File: src/rtl/stage_multdiv.sv
// Iterative signed multiply/divide execute stage: 32-cycle shift-add / restoring divide on magnitudes.
// Optional MULTDIV_FLUSH_EN adds a flush input that aborts the operation in flight.
module stage_multdiv (
  input  logic        clock,
  input  logic        reset,
`ifdef MULTDIV_FLUSH_EN
  input  logic        flush,
`endif
  input  logic [31:0] insn,
  input  logic [31:0] operandA,
  input  logic [31:0] operandB,
  output logic        stall,
  output logic [31:0] result,
  output logic [4:0]  result_rd,
  output logic        result_valid,
  output logic        write_exception
);

  localparam int unsigned W  = 32;
  localparam int unsigned AW = 64;
  localparam int unsigned CW = 5;
  localparam int unsigned RW = 5;
  localparam logic [4:0]   OP_RTYPE = 5'b00000;
  localparam logic [4:0]   ALU_MUL  = 5'b00110;
  localparam logic [4:0]   ALU_DIV  = 5'b00111;
  localparam logic [RW-1:0] EXC_RD  = RW'(30);
  localparam logic [W-1:0]  MUL_EXC = W'(4);
  localparam logic [W-1:0]  DIV_EXC = W'(5);

  typedef enum logic [1:0] {
    S_IDLE = 2'd0,
    S_MUL  = 2'd1,
    S_DIV  = 2'd2,
    S_DONE = 2'd3
  } state_t;

  state_t          r_state;
  logic [CW-1:0]   r_cnt;
  logic [AW-1:0]   r_acc;
  logic [W-1:0]    r_opd;
  logic            r_neg;
  logic [RW-1:0]   r_rd;
  logic [W-1:0]    r_result;
  logic [RW-1:0]   r_result_rd;
  logic            r_valid;
  logic            r_exc;

  logic            w_flush;
  logic            w_is_mul;
  logic            w_is_div;
  logic [W-1:0]    w_a_mag;
  logic [W-1:0]    w_b_mag;
  logic [W:0]      w_mul_sum;
  logic [AW-1:0]   w_mul_next;
  logic [AW-1:0]   w_prod;
  logic            w_mul_ovf;
  logic [AW-1:0]   w_div_shift;
  logic [W:0]      w_div_trial;
  logic [AW-1:0]   w_div_next;
  logic [W-1:0]    w_quo;
  logic            w_div_ovf;

`ifdef MULTDIV_FLUSH_EN
  assign w_flush = flush;
`else
  assign w_flush = 1'b0;
`endif

  assign w_is_mul = (insn[31:27] == OP_RTYPE) && (insn[6:2] == ALU_MUL);
  assign w_is_div = (insn[31:27] == OP_RTYPE) && (insn[6:2] == ALU_DIV);
  assign w_a_mag  = operandA[W-1] ? W'(-operandA) : operandA;
  assign w_b_mag  = operandB[W-1] ? W'(-operandB) : operandB;

  // Shift-add step: conditionally add multiplicand into the high half, then shift right.
  assign w_mul_sum  = {1'b0, r_acc[AW-1:W]} + (r_acc[0] ? {1'b0, r_opd} : (W+1)'(0));
  assign w_mul_next = {w_mul_sum, r_acc[W-1:1]};
  assign w_prod     = r_neg ? AW'(-w_mul_next) : w_mul_next;
  assign w_mul_ovf  = !((&w_prod[AW-1:W-1]) || !(|w_prod[AW-1:W-1]));

  // Restoring step: remainder in the high half, quotient bits shift into the low half.
  assign w_div_shift = {r_acc[AW-2:0], 1'b0};
  assign w_div_trial = {1'b0, w_div_shift[AW-1:W]} - {1'b0, r_opd};
  assign w_div_next  = w_div_trial[W] ? w_div_shift
                                      : {w_div_trial[W-1:0], w_div_shift[W-1:1], 1'b1};
  assign w_quo       = r_neg ? W'(-w_div_next[W-1:0]) : w_div_next[W-1:0];
  // Only a positive quotient of magnitude 2^31 (-2^31 / -1) is unrepresentable.
  assign w_div_ovf   = !r_neg && w_div_next[W-1];

  always_ff @(posedge clock or posedge reset) begin
    if (reset) begin
      r_state     <= S_IDLE;
      r_cnt       <= '0;
      r_acc       <= '0;
      r_opd       <= '0;
      r_neg       <= 1'b0;
      r_rd        <= '0;
      r_result    <= '0;
      r_result_rd <= '0;
      r_valid     <= 1'b0;
      r_exc       <= 1'b0;
    end else begin
      r_valid <= 1'b0;
      if (w_flush) begin
        r_state <= S_IDLE;
      end else begin
        case (r_state)
          S_IDLE: begin
            if (w_is_mul) begin
              r_opd   <= w_a_mag;
              r_acc   <= {W'(0), w_b_mag};
              r_neg   <= operandA[W-1] ^ operandB[W-1];
              r_rd    <= insn[26:22];
              r_cnt   <= '0;
              r_state <= S_MUL;
            end else if (w_is_div) begin
              r_opd <= w_b_mag;
              r_acc <= {W'(0), w_a_mag};
              r_neg <= operandA[W-1] ^ operandB[W-1];
              r_rd  <= insn[26:22];
              r_cnt <= '0;
              if (operandB == '0) begin
                r_result    <= DIV_EXC;
                r_result_rd <= EXC_RD;
                r_exc       <= 1'b1;
                r_valid     <= 1'b1;
                r_state     <= S_DONE;
              end else begin
                r_state <= S_DIV;
              end
            end
          end
          S_MUL: begin
            r_acc <= w_mul_next;
            r_cnt <= CW'(r_cnt + 1'b1);
            if (r_cnt == CW'(31)) begin
              r_result    <= w_mul_ovf ? MUL_EXC : w_prod[W-1:0];
              r_result_rd <= w_mul_ovf ? EXC_RD : r_rd;
              r_exc       <= w_mul_ovf;
              r_valid     <= 1'b1;
              r_state     <= S_DONE;
            end
          end
          S_DIV: begin
            r_acc <= w_div_next;
            r_cnt <= CW'(r_cnt + 1'b1);
            if (r_cnt == CW'(31)) begin
              r_result    <= w_div_ovf ? DIV_EXC : w_quo;
              r_result_rd <= w_div_ovf ? EXC_RD : r_rd;
              r_exc       <= w_div_ovf;
              r_valid     <= 1'b1;
              r_state     <= S_DONE;
            end
          end
          S_DONE: r_state <= S_IDLE;
          default: r_state <= S_IDLE;
        endcase
      end
    end
  end

  // Stall is combinational so the pipeline freezes in the accepting cycle itself.
  assign stall = !reset && !w_flush &&
                 (((r_state == S_IDLE) && (w_is_mul || w_is_div)) ||
                  (r_state == S_MUL) || (r_state == S_DIV));

  assign result          = r_result;
  assign result_rd       = r_result_rd;
  assign result_valid    = r_valid;
  assign write_exception = r_exc;

endmodule

File: config.mk
export PLATFORM = sky130hd
export DESIGN_NAME = stage_multdiv
export DESIGN_NICKNAME = d
export VERILOG_FILES = /design/src/rtl/stage_multdiv.sv
export SDC_FILE = /design/constraint.sdc
export NUM_CORES = 1
export LEC_CHECK = 0
export CAP_MARGIN = 10
export CORE_MARGIN = 2
export CORE_UTILIZATION = 49
export DETAILED_ROUTE_END_ITERATION = 10
export PLACE_DENSITY = 0.77
export SYNTH_ARGS = -nofsm -noshare
export SYNTH_HDL_FRONTEND = slang
export SYNTH_SLANG_ARGS = --single-unit
File: constraint.sdc
create_clock -name clock -period 10 [get_ports clock]
set_input_delay 2 -clock clock [delete_from_list [all_inputs] [get_ports clock]]
set_output_delay 2 -clock clock [all_outputs]
set_load 0.005 [all_outputs]
Yosys cells after proc, flatten, opt, wreduce, memory -nomap -nowiden:

Index checks and enable logic that the tools add are counted.

* bits in registers: 148
* input port bits: 98
* output and inout port bits: 40
* logic and storage cells: 108

* add/sub/neg operators: 7
* equality and inequality tests: 13
* mux-type cells: 50
* bitwise gates (word level): 1
* reductions and logical operators: 27

Operators by type and width (number)
* two-way mux 32 bit: 13
* two-way mux 64 bit: 4
* one-hot mux 64 bit (3 select lines): 1
* negator 32 bit: 3
* one-hot mux 32 bit (3 select lines): 1
* negator 64 bit: 1
* two-way mux 5 bit: 11
* adder 32 x 32 -> 33 bit: 1
* AND reduction 33 bit: 1
* OR reduction 33 bit: 1
* subtractor 32 x 32 -> 33 bit: 1
* logical NOT 32 bit: 1
* one-hot mux 5 bit (3 select lines): 1
* two-way mux 1 bit: 12
* == test 5 x 3 -> 1 bit, second input constant: 2
* inequality test 2 bit, second input constant: 5
* one-hot mux 5 bit (2 select lines): 1
* AND reduction 2 bit: 4
* two-way mux 2 bit: 3
* one-hot mux 2 bit (3 select lines): 1
* AND reduction 6 bit: 1
* adder 5 x 1 -> 5 bit, second input constant: 1
* == test 5 bit, second input constant: 1
* logical AND 1 bit: 5
* other kinds (14): 22

Depth between registers and ports, before layout:

* depth after elaboration: 10
* depth in mapped cells: 24
* depth with buffers taken out: 20

Least setup slack after synthesis:

No wires, ideal clock.

* path kind: input to register
* from: in operandB[19]
* to: reg r_result[16] (netlist: result[16])
* library setup time: 0.074 ns
* arrival: 5.771 ns
* data required time: 9.926 ns
* slack: 4.155 ns
* stages: 13
* path buffers: 1
* cells stage by stage: or4_1 or4_1 or3_1 or3_1 or3_1 nor3_1 nand3_1 a211oi_1 nand2_1 nor2_1 clkbuf_1 a22oi_1 o21ai_2

* longest elaborated chain between the ends: 3

RTL lines
* start: declaration: RTL line 11 `input logic [31:0] operandB,`
* logical NOT 32 bit: RTL line 121 `if (operandB == '0) begin`
* inequality test 2 bit (no line)
* AND reduction 6 bit (no line)
* end signal: assignment: RTL line 136 `r_result <= w_mul_ovf ? MUL_EXC : w_prod[W-1:0];`
* end signal: assignment: RTL line 147 `r_result <= w_div_ovf ? DIV_EXC : w_quo;`
* end: declaration: RTL line 43 `logic [W-1:0] r_result;`

No other way between the ends.
A chain may end at the register's enable or synchronous reset.

Worst setup path after layout:

* from: reg r_acc[0]
* to: reg r_result[25] (netlist: result[25])

* longest elaborated chain between the ends: 10
* elaborated cells on any way between the ends: 16
* those cells by class: 3 x add/sub; 9 x mux; 4 x reduce/logical

RTL lines
* start: declaration: RTL line 39 `logic [AW-1:0] r_acc;`
* start signal: assignment: RTL line 110 `r_acc <= {W'(0), w_b_mag};`
* start signal: assignment: RTL line 117 `r_acc <= {W'(0), w_a_mag};`
* start signal: assignment: RTL line 133 `r_acc <= w_mul_next;`
* two-way mux 32 bit: RTL line 75 `assign w_mul_sum = {1'b0, r_acc[AW-1:W]} + (r_acc[0] ? {1'b0, r_opd} : (W+1)'(0));`
* adder 32 x 32 -> 33 bit: RTL line 75
* negator 64 bit: RTL line 77 `assign w_prod = r_neg ? AW'(-w_mul_next) : w_mul_next;`
* two-way mux 64 bit: RTL line 77
* OR reduction 33 bit: RTL line 78 `assign w_mul_ovf = !((&w_prod[AW-1:W-1]) || !(|w_prod[AW-1:W-1]));`
* logical NOT 1 bit: RTL line 78
* logical OR 1 bit: RTL line 78
* two-way mux 32 bit: RTL line 136
* two-way mux 32 bit: RTL line 135 `if (r_cnt == CW'(31)) begin`
* one-hot mux 32 bit (3 select lines) *: RTL line 106 `case (r_state)`

Mark *: on every way between the ends. The rest lies on a longest branch, timed or not. The select of a mux whose other input is x is not followed.

==> impl_summary.md <==
Placement
At the end of routability-driven placement, the weighted congestion stood at 0.937. The post-placement cell count is 2484. Input and output buffers added on the ports amount to 120. The wire-length estimate of the detail-placed layout is 37800 um.

Power
The leakage power figure is 7.17 nW. The worst-case IR drop observed on VDD is 0.000276 V. Summed over all nets, the switching power comes to 1.79 mW. The power density over the cells is 207 nW/um^2. Of the total power, combinational logic draws 0.542.

The clock network fraction of total power is 0.182. The sequential fraction of design power is 0.276. Of the total power, the share spent switching nets is 0.495.

The cell-internal power is 1.83 mW.

Clock tree
Clock-pin slew was measured on the worst setup and hold paths at 0.08 ns. The cell at the root of the clock tree is sky130_fd_sc_hd__clkbuf_16. After clock tree synthesis, the flow added hold-fix buffers numbering 0.

The TritonCTS clock tree is yes. The worst-case clock buffer depth is 2. CTS saw 148 sinks.

The number of clock buffers inserted by TritonCTS is 17. Clock latency on the worst-skew pair, taken at its later pin, is 0.45 ns. The buffer count from post-CTS setup fixing is 0. The count of cells resized by post-cts repair is 0. CTS built an H-tree with a depth of 4.

Worst setup path
The critical path starts at r_acc[0]. Counting cells, the worst reg-to-reg path comes to 17. The critical path capture point is result[25].

The type of the worst setup path is flip-flop to flip-flop. The required time at the worst-slack endpoint is 10.27 ns. For this run, the slowest stage of the critical path takes 0.94 ns. The highest fanout seen on the critical path is 27. The slack of the worst reg-to-reg path is 1.97 ns. STA classifies the critical path endpoint as a flip-flop. For this design, the slowest cell found on the critical path is sky130_fd_sc_hd__a41oi_4. The data arrival time of the critical path is 8.30 ns. The startpoint class of the critical path is a flip-flop.

The worst register-to-register path begins at r_acc[0]. The endpoint identified for the worst register-to-register timing path is result[25]. The critical path goes through inv_1 > nor2_1 > ha_1 > a21oi_1 > nand2_1 > a221oi_1 > nand2_1 > o311ai_2 > nand4_1 > nor4_1 > nand4_1 > o31ai_1 > xnor2_1 > o21ai_1 > nor4_4 > a41oi_4 > o21ai_0.

Synth
Counting distinct cell types in the post-synthesis netlist gives 88. The cell area that synthesis handed to floorplanning was 15600 um^2. Yosys attributes the largest share of cell area to sky130_fd_sc_hd__dfrtp_1, sky130_fd_sc_hd__o21ai_0, sky130_fd_sc_hd__nand2_1. The number of warnings printed during yosys synthesis is 0. The share of the Yosys chip area taken by registers is 0.237.

The net count after synthesis is 2270. The area fraction of the dominant cell type after synthesis is 0.237. The share of synthesized flip-flops with an asynchronous set or reset is 1.00. The most used flip-flop cell after synthesis is sky130_fd_sc_hd__dfrtp_1. The average instance in the mapped netlist occupies 7.45 um^2.

Counting flops and latches in the post-synthesis netlist gives 148. The largest area contributor in the synthesized netlist is sky130_fd_sc_hd__dfrtp_1. The number of synthesized flops with an enable pin is 0. The cell count after synthesis came out at 2095.

Global routing
For met1 alone, demand over resource in global routing was 0.417. The global-route wire length before repair is 81600 um. In the global route stage, overall resource usage came out at 0.304. For met3 alone, demand over resource in global routing was 0.0451.

The via count of the first global-routing pass came to 15217. The pin count of the biggest net entering global routing is 101. met2 is the most crowded layer.

The initial antenna violation count was 0. After global routing the overflow that remains totals 0. For met2 alone, demand over resource in global routing was 0.478.

Die
Pin placement for this block handled 138 I/O pins. The area of the die is 33300 um^2. The die extent in y is 182 um. In this run the standard cell core region covers 31500 um^2. The initial utilization of the core area, before any placement, comes to 0.496. The floorplan die width is 182 um. The initialized floorplan defines 65 standard-cell rows.

Layout
Compared with the post-synthesis result, the final layout area differs by 12.0%. The share of the core filled with cells in the final layout is 0.555. The number of antenna diodes in the final layout is 0. In the final design database the tool counted 2276 nets. Of the cells placed in the final design, the portion with a size suffix greater than 1 is 0.0615.

The number of standard cells in the layout, taps in and fillers out is 2516.

Drt
The total via count in the routed design is 16320. The first detailed-routing pass took 7 iterations. After detailed routing, the average wire length per cell comes to 20.2 um.

The detailed-route DRC error count is 0. The count of routing violations after the opening detailed-route iteration is 1742. The number of nets with antenna violations after detailed routing is 0. The total wire length after detailed routing is 50700 um. After detailed routing, the number of vias per cell comes to 6.49.

Timing
The final hold violation count is 0. The number of max-slew violations in the final report came to 0. Measured against its own limit, the worst slew margin works out to 0.137. The routed design could run at a clock period as short as 8.03 ns. For the final routed database, the setup TNS stands at 0 ns.

Setup repair after global routing left no endpoint under its margin. For the final database, setup skew stands at 0.0110 ns. The final period utilization is 0.803. Setup violations remaining at the end of the flow were counted as 0. At the pin with the least slew margin, the transition time is 1.26 ns. The maximum clock rate is 0.125 GHz.

Job
The count of maximum capacitance violations is 0.

Status
The run finished with clean final reports.

Worst hold path
The min-delay analysis places its worst path in the category flip-flop to flip-flop.
==> cell usage after synthesis (all sizes together) (6+ instances only) <==
| cell type | count |
|---|---|
| nor3 | 42 |
| clkbuf | 122 |
| nand3 | 36 |
| nand2b | 20 |
| xor2 | 98 |
| mux2i | 24 |
| o41ai | 20 |
| a2111oi | 10 |
| a21o | 23 |
| a21oi | 132 |
| o211ai | 15 |
| mux2 | 15 |
| o21ai | 237 |
| o221ai | 6 |
| and3 | 19 |
| nand2 | 273 |
| buf | 29 |
| a311oi | 8 |
| or2 | 18 |
| o21bai | 7 |
| a211o | 6 |
| a31oi | 9 |
| o21a | 11 |
| xnor2 | 85 |
| and2 | 13 |
| a22oi | 80 |
| o22ai | 9 |
| nor2 | 175 |
| a211oi | 16 |
| o31ai | 51 |
| or3 | 30 |
| ha | 75 |
| dfrtp | 148 |
| a21boi | 8 |
| nand4 | 22 |
| nor4 | 22 |
| or4 | 26 |
| nor2b | 8 |
| inv | 67 |
==> layer usage <==
layer  up-vias  share of wire  wire (um)
li1       7645              -          -
met1      7683           0.43      21700
met2       871           0.45      22800
met3       121          0.085       4330
met4         0          0.037       1900
met5         -              0          0
==> power groups by stage <==
stage / Clock, mW / Combinational [mW] / Sequential, mW
2_1_floorplan: 0 / 1.54 / 0.814
5_1_grt: 0.690 / 2.17 / 1.02
3_3_place_gp: 0 / 1.87 / 0.990
4_1_cts: 0.664 / 1.93 / 0.986
6_report: 0.660 / 1.96 / 0.999
3_5_place_dp: 0 / 1.91 / 0.996
==> how the worst min path moves through the flow <==
| stage | from | end | slack [ns] | depth (start not counted) |
|---|---|---|---|---|
| 2_1_floorplan | r_opd[14] | r_opd[14] | 0.45 | 2 |
| 3_3_place_gp | r_opd[27] | r_opd[27] | 0.46 | 2 |
| 3_5_place_dp | r_opd[24] | r_opd[24] | 0.47 | 2 |
| 4_1_cts | r_opd[5] | r_opd[5] | 0.49 | 2 |
| 5_1_grt | r_rd[4] | r_rd[4] | 0.52 | 1 |
| 6_report | r_opd[5] | r_opd[5] | 0.48 | 2 |
==> final cells by class <==
| type | instances | area [um^2] |
|---|---|---|
| Tap cell | 402 | 503 |
| Clock inverter | 15 | 176 |
| Sequential cell | 148 | 3700 |
| Timing Repair Buffer | 138 | 1340 |
| Fill cell | 2867 | 14000 |
| Inverter | 68 | 260 |
| Multi-Input combinational cell | 1728 | 11100 |
| Clock buffer | 17 | 425 |
==> flip-flops by register name, summed over array words and instances (netlist names) <==
name and cells:
result_rd 5, result_valid 1, r_neg 1, r_state 2, r_opd 32, result 32, r_rd 5, write_exception 1
r_cnt 5, r_acc 64
==> metrics by stage <==
stage                     setup slack, ns  total power, mW  hold WS [ns]  area (um^2)
after detailed placement             2.34             2.91         0.471        16900
final                                1.97             3.62         0.481        17500
after global routing                 1.46             3.87         0.524        17500
after floorplan                      4.02             2.36         0.450        15600
after global placement               2.44             2.86         0.463        16900
after CTS                            2.29             3.58         0.487        17500
==> cell usage in the layout, fill, tap and decap left out, types with 16 or more instances in the layout <==
cell type                         instances
sky130_fd_sc_hd__o21ai_2                 20
sky130_fd_sc_hd__o41ai_1                 20
sky130_fd_sc_hd__or3_1                   29
sky130_fd_sc_hd__nand2b_1                19
sky130_fd_sc_hd__and3_1                  19
sky130_fd_sc_hd__clkbuf_16               17
sky130_fd_sc_hd__dfrtp_1                147
sky130_fd_sc_hd__nor3_1                  40
sky130_fd_sc_hd__o21ai_0                216
sky130_fd_sc_hd__mux2i_1                 24
sky130_fd_sc_hd__nor4_1                  20
sky130_fd_sc_hd__a21o_1                  23
sky130_fd_sc_hd__or4_1                   24
sky130_fd_sc_hd__nor2_1                 174
sky130_fd_sc_hd__xnor2_1                 85
sky130_fd_sc_hd__clkdlybuf4s50_1        120
sky130_fd_sc_hd__xor2_1                  98
sky130_fd_sc_hd__o31ai_1                 51
sky130_fd_sc_hd__a22oi_1                 80
sky130_fd_sc_hd__ha_1                    72
sky130_fd_sc_hd__inv_1                   66
sky130_fd_sc_hd__buf_4                   18
sky130_fd_sc_hd__a21oi_1                132
sky130_fd_sc_hd__nand4_1                 22
sky130_fd_sc_hd__nand3_1                 36
sky130_fd_sc_hd__or2_2                   16
sky130_fd_sc_hd__nand2_1                272
==> critical path, delay by kind of cell (launching register included) <==
kind	cells	cell delay, ns
adder cells (fa/ha/maj)	1	0.37
AO/OA/AOI/OAI	7	3.95
XOR/XNOR	1	0.24
AND/OR/NAND/NOR	7	1.96
buffers and inverters	1	0.51
flip-flops	1	0.79
==> logic make-up (layout without fill, tap and decap cells) <==
kind of cell | count (synthesis) | after routing | share of synthesized area
AOI/OAI and AO/OA | 697 | 697 | 0.291
xor gates and xnor gates | 183 | 183 | 0.103
adders and majority gates | 77 | 77 | 0.0627
buffers and inverters | 219 | 238 | 0.0551
DFF | 148 | 148 | 0.237
muxes | 39 | 39 | 0.0262
and+or+nand+nor | 732 | 732 | 0.225
Power figures use the tool's default switching activity.
